## src/rtl/prog_loader.sv

```systemverilog
// Serial program loader: packs bytes into 32-bit words and writes them to imem.
// Ports: CLK/RST(sync, low), START/LEN, BYTE_IN/VLD/RDY, WE/W_Ins, CPU_RST, BUSY/DONE/ERR.
// Macro PROG_LOADER_CHECKSUM_EN adds a trailing XOR check byte (CHK state).
module prog_loader #(
  parameter int MAXW = 1024,
  parameter int TMO  = 65535
) (
  input  logic        CLK,
  input  logic        RST,
  input  logic        START,
  input  logic [10:0] LEN,
  input  logic [7:0]  BYTE_IN,
  input  logic        BYTE_VLD,
  output logic        BYTE_RDY,
  output logic        WE,
  output logic [31:0] W_Ins,
  output logic        CPU_RST,
  output logic        BUSY,
  output logic        DONE,
  output logic        ERR
);

  localparam int TW = (TMO > 1) ? $clog2(TMO) : 1;

`ifdef PROG_LOADER_CHECKSUM_EN
  typedef enum logic [2:0] {IDLE, RECV, WRITE, CHK, FIN} state_t;
`else
  typedef enum logic [2:0] {IDLE, RECV, WRITE, FIN} state_t;
`endif

  state_t      state_q, state_d;
  logic [10:0] len_q, len_d;
  logic [10:0] wcnt_q, wcnt_d;
  logic [1:0]  bcnt_q, bcnt_d;
  logic [23:0] sh_q, sh_d;
  logic [31:0] w_ins_q, w_ins_d;
  logic [TW-1:0] tmo_q, tmo_d;
  logic        err_q, err_d;
  logic        cpu_rst_q, cpu_rst_d;
`ifdef PROG_LOADER_CHECKSUM_EN
  logic [7:0]  csum_q, csum_d;
`endif

  logic        rdy;
  logic        acc;
  logic        len_ok;
  logic        go;
  logic        tmo_hit;

  always_comb begin
`ifdef PROG_LOADER_CHECKSUM_EN
    rdy = (state_q == RECV) || (state_q == CHK);
`else
    rdy = (state_q == RECV);
`endif
  end

  assign acc     = rdy && BYTE_VLD;
  assign len_ok  = (LEN != 11'd0) && (32'(LEN) <= 32'(MAXW));
  assign go      = (state_q == IDLE) && START && len_ok;
  assign tmo_hit = (tmo_q == TW'(TMO - 1));

  always_comb begin
    state_d   = state_q;
    len_d     = len_q;
    wcnt_d    = wcnt_q;
    bcnt_d    = bcnt_q;
    sh_d      = sh_q;
    w_ins_d   = w_ins_q;
    tmo_d     = tmo_q;
    err_d     = 1'b0;
    cpu_rst_d = cpu_rst_q;
`ifdef PROG_LOADER_CHECKSUM_EN
    csum_d    = csum_q;
`endif
    unique case (state_q)
      IDLE: begin
        if (START) begin
          if (!len_ok) begin
            err_d = 1'b1;
          end else begin
            len_d     = LEN;
            wcnt_d    = 11'd0;
            bcnt_d    = 2'd0;
            tmo_d     = '0;
            cpu_rst_d = 1'b0;
`ifdef PROG_LOADER_CHECKSUM_EN
            csum_d    = 8'd0;
`endif
            state_d   = RECV;
          end
        end
      end
      RECV: begin
        if (acc) begin
          sh_d   = {sh_q[15:0], BYTE_IN};
          bcnt_d = bcnt_q + 2'd1;
          tmo_d  = '0;
`ifdef PROG_LOADER_CHECKSUM_EN
          csum_d = csum_q ^ BYTE_IN;
`endif
          if (bcnt_q == 2'd3) begin
            w_ins_d = {sh_q, BYTE_IN};
            state_d = WRITE;
          end
        end else if (tmo_hit) begin
          err_d   = 1'b1;
          state_d = IDLE;
        end else begin
          tmo_d = tmo_q + TW'(1);
        end
      end
      WRITE: begin
        wcnt_d = wcnt_q + 11'd1;
        tmo_d  = '0;
        if (wcnt_d < len_q) begin
          state_d = RECV;
        end else begin
`ifdef PROG_LOADER_CHECKSUM_EN
          state_d = CHK;
`else
          state_d   = FIN;
          cpu_rst_d = 1'b1;
`endif
        end
      end
`ifdef PROG_LOADER_CHECKSUM_EN
      CHK: begin
        if (acc) begin
          if (BYTE_IN == csum_q) begin
            state_d   = FIN;
            cpu_rst_d = 1'b1;
          end else begin
            err_d   = 1'b1;
            state_d = IDLE;
          end
        end else if (tmo_hit) begin
          err_d   = 1'b1;
          state_d = IDLE;
        end else begin
          tmo_d = tmo_q + TW'(1);
        end
      end
`endif
      FIN: begin
        state_d = IDLE;
      end
      default: begin
        state_d = IDLE;
      end
    endcase
  end

  always_ff @(posedge CLK) begin
    if (!RST) begin
      state_q   <= IDLE;
      len_q     <= 11'd0;
      wcnt_q    <= 11'd0;
      bcnt_q    <= 2'd0;
      sh_q      <= 24'd0;
      w_ins_q   <= 32'd0;
      tmo_q     <= '0;
      err_q     <= 1'b0;
      cpu_rst_q <= 1'b0;
`ifdef PROG_LOADER_CHECKSUM_EN
      csum_q    <= 8'd0;
`endif
    end else begin
      state_q   <= state_d;
      len_q     <= len_d;
      wcnt_q    <= wcnt_d;
      bcnt_q    <= bcnt_d;
      sh_q      <= sh_d;
      w_ins_q   <= w_ins_d;
      tmo_q     <= tmo_d;
      err_q     <= err_d;
      cpu_rst_q <= cpu_rst_d;
`ifdef PROG_LOADER_CHECKSUM_EN
      csum_q    <= csum_d;
`endif
    end
  end

  // A new load drops the core hold in its own START cycle.
  assign CPU_RST  = cpu_rst_q && !go;
  assign BYTE_RDY = rdy;
  assign WE       = (state_q == WRITE);
  assign W_Ins    = w_ins_q;
  assign BUSY     = (state_q != IDLE) && (state_q != FIN);
  assign DONE     = (state_q == FIN);
  assign ERR      = err_q;

endmodule

```

## config.mk

```make
export PLATFORM = sky130hd
export DESIGN_NAME = prog_loader
export DESIGN_NICKNAME = d
export VERILOG_FILES = /design/src/rtl/prog_loader.sv
export SDC_FILE = /design/constraint.sdc
export NUM_CORES = 1
export LEC_CHECK = 0
export ABC_CLOCK_PERIOD_IN_PS = 5300
export CORE_UTILIZATION = 59
export CTS_CLUSTER_DIAMETER = 200
export DETAILED_ROUTE_END_ITERATION = 8
export PLACE_DENSITY = 0.87
export REMOVE_ABC_BUFFERS = 1
export SYNTH_ARGS = -nofsm -noshare
export SYNTH_HDL_FRONTEND = slang
export SYNTH_SLANG_ARGS = --single-unit
```

## constraint.sdc

```tcl
create_clock -name CLK -period 5.3 [get_ports CLK]
set_input_delay 0.53 -clock CLK [delete_from_list [all_inputs] [get_ports CLK]]
set_output_delay 0.53 -clock CLK [all_outputs]
set_load 0.02 [all_outputs]
```

==> flow_summary.json <==
{
  "cp-start-kind": "input port",
  "slowest_stage": "nand3b_1",
  "whs_ns": 0.466,
  "drc_errors": 0,
  "netlist_area_um2": 4680,
  "antenna_found_initial": 0,
  "syn_to_final_growth_pct": 16.9,
  "critPathKind": "in -> out",
  "cts_hold_buf": 0,
  "vias": 4092,
  "stdcell_count": 724,
  "yosys.area.top_type_share_pct": 42.8,
  "hpwl_mm": 6.69,
  "dp_slack_ns": 1.78,
  "final_common_cell": "nand2_1",
  "critPathTopFamily": "simple AND/OR/NAND/NOR gates",
  "nets": 658,
  "total_power_mw": 1.56,
  "hp-class": "reg -> reg",
  "max_stage_delay_ns": 0.55,
  "ys.warnings.count": 0,
  "placed_cells": 708,
  "grt_pass1_vias": 3801,
  "min_period_ns": 3.51,
  "yosysTopAreaCell": "dfxtp_1",
  "post_cts_buffers": 0,
  "drtIter0Drc": 184,
  "ys_seq_area_share_pct": 42.8,
  "crit_path_frequent_cell": "clkdlybuf4s50_1",
  "clock_latency_ns": 0.37,
  "drv_cap": 0,
  "drt_wl_total_mm": 9.91,
  "rsz0062_at_grt": "no",
  "clockRootBuffer": "clkbuf_8",
  "finalHoldViolations": 0,
  "gr-total-overflow": 0,
  "worstPathRequired_ns": 4.77,
  "cp_num_buf_inv": 2,
  "numCtsBuffers": 9,
  "synthCells": 575,
  "placed_area_um2": 5300,
  "endpoint_kind": "output port",
  "die_area_um2": 8300,
  "tightest_slew_ns": 1.22,
  "port_buffers": 60,
  "cts_resized": 0,
  "fp-row-count": 32,
  "fillers": 640,
  "ys_ff_latch": 100,
  "power.leakage_nw": 1.89,
  "setup_ws_ns": 1.79,
  "tns_ns": 0,
  "clock_sinks": 100,
  "powerDensity_nw_per_um2": 285,
  "utilization_pct": 71.2,
  "relSlewSlack_pct": 18.3,
  "fin_worst_skew_ns": 0.0108,
  "die_h_um": 91.1,
  "final_cell_area_um2": 5470,
  "crit_path_cell_trace": "clkdlybuf4s50_1 > nor4_4 > a31oi_1 > nand3b_1 > and2_1 > clkdlybuf4s50_1",
  "wl_per_cell_um": 13.7,
  "grt_pass1_wl_mm": 16.6,
  "place.gp.congestion": 0.870,
  "start_util_pct": 60.9,
  "grt_max_degree": 71,
  "ir_drop_mv": 0.196,
  "drive_above_1_share_pct": 4.18,
  "fmax_ghz": 0.285,
  "dr.pass1.iters": 4,
  "clk_pin_slew_ns": 0.10,
  "track_usage_pct": 24.5,
  "io_pins": 61,
  "clockBufferDepth": 2,
  "drv_slew": 0,
  "setup-violations-final": 0,
  "antenna_cells": 0,
  "synthTopCellsByArea": "dfxtp_1, nand2_1, a21boi_0, ha_1, nor2_1",
  "critPathArrivalTime_ns": 2.98,
  "cts_tree": "yes",
  "outcome": "complete, no violations",
  "fin_crit_sh_pct": 66.3,
  "cts_htree_levels": 3,
  "via_per_inst": 5.65,
  "synth.distinct_cells": 43,
  "core-area_um2": 7690,
  "syn_avg_cell_area_um2": 8.14,
  "crit_fanout": 18,
  "detail-route-antenna-nets": 0,
  "mostFrequentLayoutCells": "nand2_1, dfxtp_1, a21boi_0",
  "die_w_um": 91.1
}
[where the power goes]
group	leakage, nW	internal, mW	total [mW]	switching, mW
Sequential	0.807	0.777	0.795	0.0185
Combinational	0.996	0.112	0.321	0.208
Clock	0.0873	0.173	0.446	0.273
Total	1.89	1.06	1.56	0.500
[flip-flops by register name, indices dropped and copies added, names as in the netlist]
register	flops
bcnt_q	2
wcnt_q	11
sh_q	24
W_Ins	32
ERR	1
cpu_rst_q	1
state_q	2
len_q	11
tmo_q	16
[kinds of logic after synthesis]
logic type | count (synthesis) | synth area share [%]
AND/OR/NAND/NOR | 260 | 25.3
AO/OA/AOI/OAI | 134 | 20.4
flip-flops | 100 | 42.8
buffers and inverters | 49 | 3.98
adder cells (fa/ha/maj) | 18 | 4.81
XOR/XNOR | 9 | 1.68
multiplexers | 5 | 1.07
[cell type report]
| class | instances | area, um^2 | share of cell area, % |
|---|---|---|---|
| tap | 102 | 128 | 2.33 |
| clock buffer | 9 | 124 | 2.26 |
| multi-input combinational | 426 | 2490 | 45.6 |
| inverter | 19 | 71.3 | 1.30 |
| sequential | 100 | 2000 | 36.6 |
| clock inverter | 7 | 50.0 | 0.915 |
| timing repair buffer | 61 | 603 | 11.0 |
[Yosys cell counts, drive strengths merged]
cell type,instances
inv,19
or3b,1
a31oi,3
a21boi,73
o31ai,2
o211ai,4
a32o,2
nor4,3
buf,2
and3,4
ha,18
nand3,17
o311ai,1
or3,3
nand4b,1
nand4,8
nor3,5
nand2,158
clkbuf,28
xnor2,6
o41ai,2
o21ai,19
and4,3
nor2,31
o211a,3
nand3b,3
dfxtp,100
a21oi,12
xor2,3
and2,9
mux2i,5
a21o,1
or4,3
o221a,3
nand2b,3
a32oi,4
nor2b,8
o22ai,2
o21a,3
[path summary, 6_finish.rpt]
check / startpoint / endpoint / slack, ns / cells past startpoint
max: LEN[0] / CPU_RST / 1.79 / 6
min: W_Ins[16]$_SDFFE_PN0P_ / W_Ins[16]$_SDFFE_PN0P_ / 0.47 / 2
max reg2reg: state_q[1]$_SDFFE_PN0P_ / W_Ins[13]$_SDFFE_PN0P_ / 2.33 / 6
min reg2reg: W_Ins[16]$_SDFFE_PN0P_ / W_Ins[16]$_SDFFE_PN0P_ / 0.47 / 2
[worst reg2reg max path, stage by stage, from the launching register on]
cell      delay [ns]
dfxtp_1         0.35
inv_1           0.09
ha_1            0.30
and2_1          0.80
nand2_1         0.89
nand2_1         0.31
a21boi_0        0.12
[metal layers]
layer  wire, um  share of wire [%]  track usage [%]
met5          0                  0                0
met4        204                2.1             11.6
met3        542                5.5             4.19
met2       4700                 47             41.6
met1       4460                 45             30.2
Power figures use the tool's default switching activity.
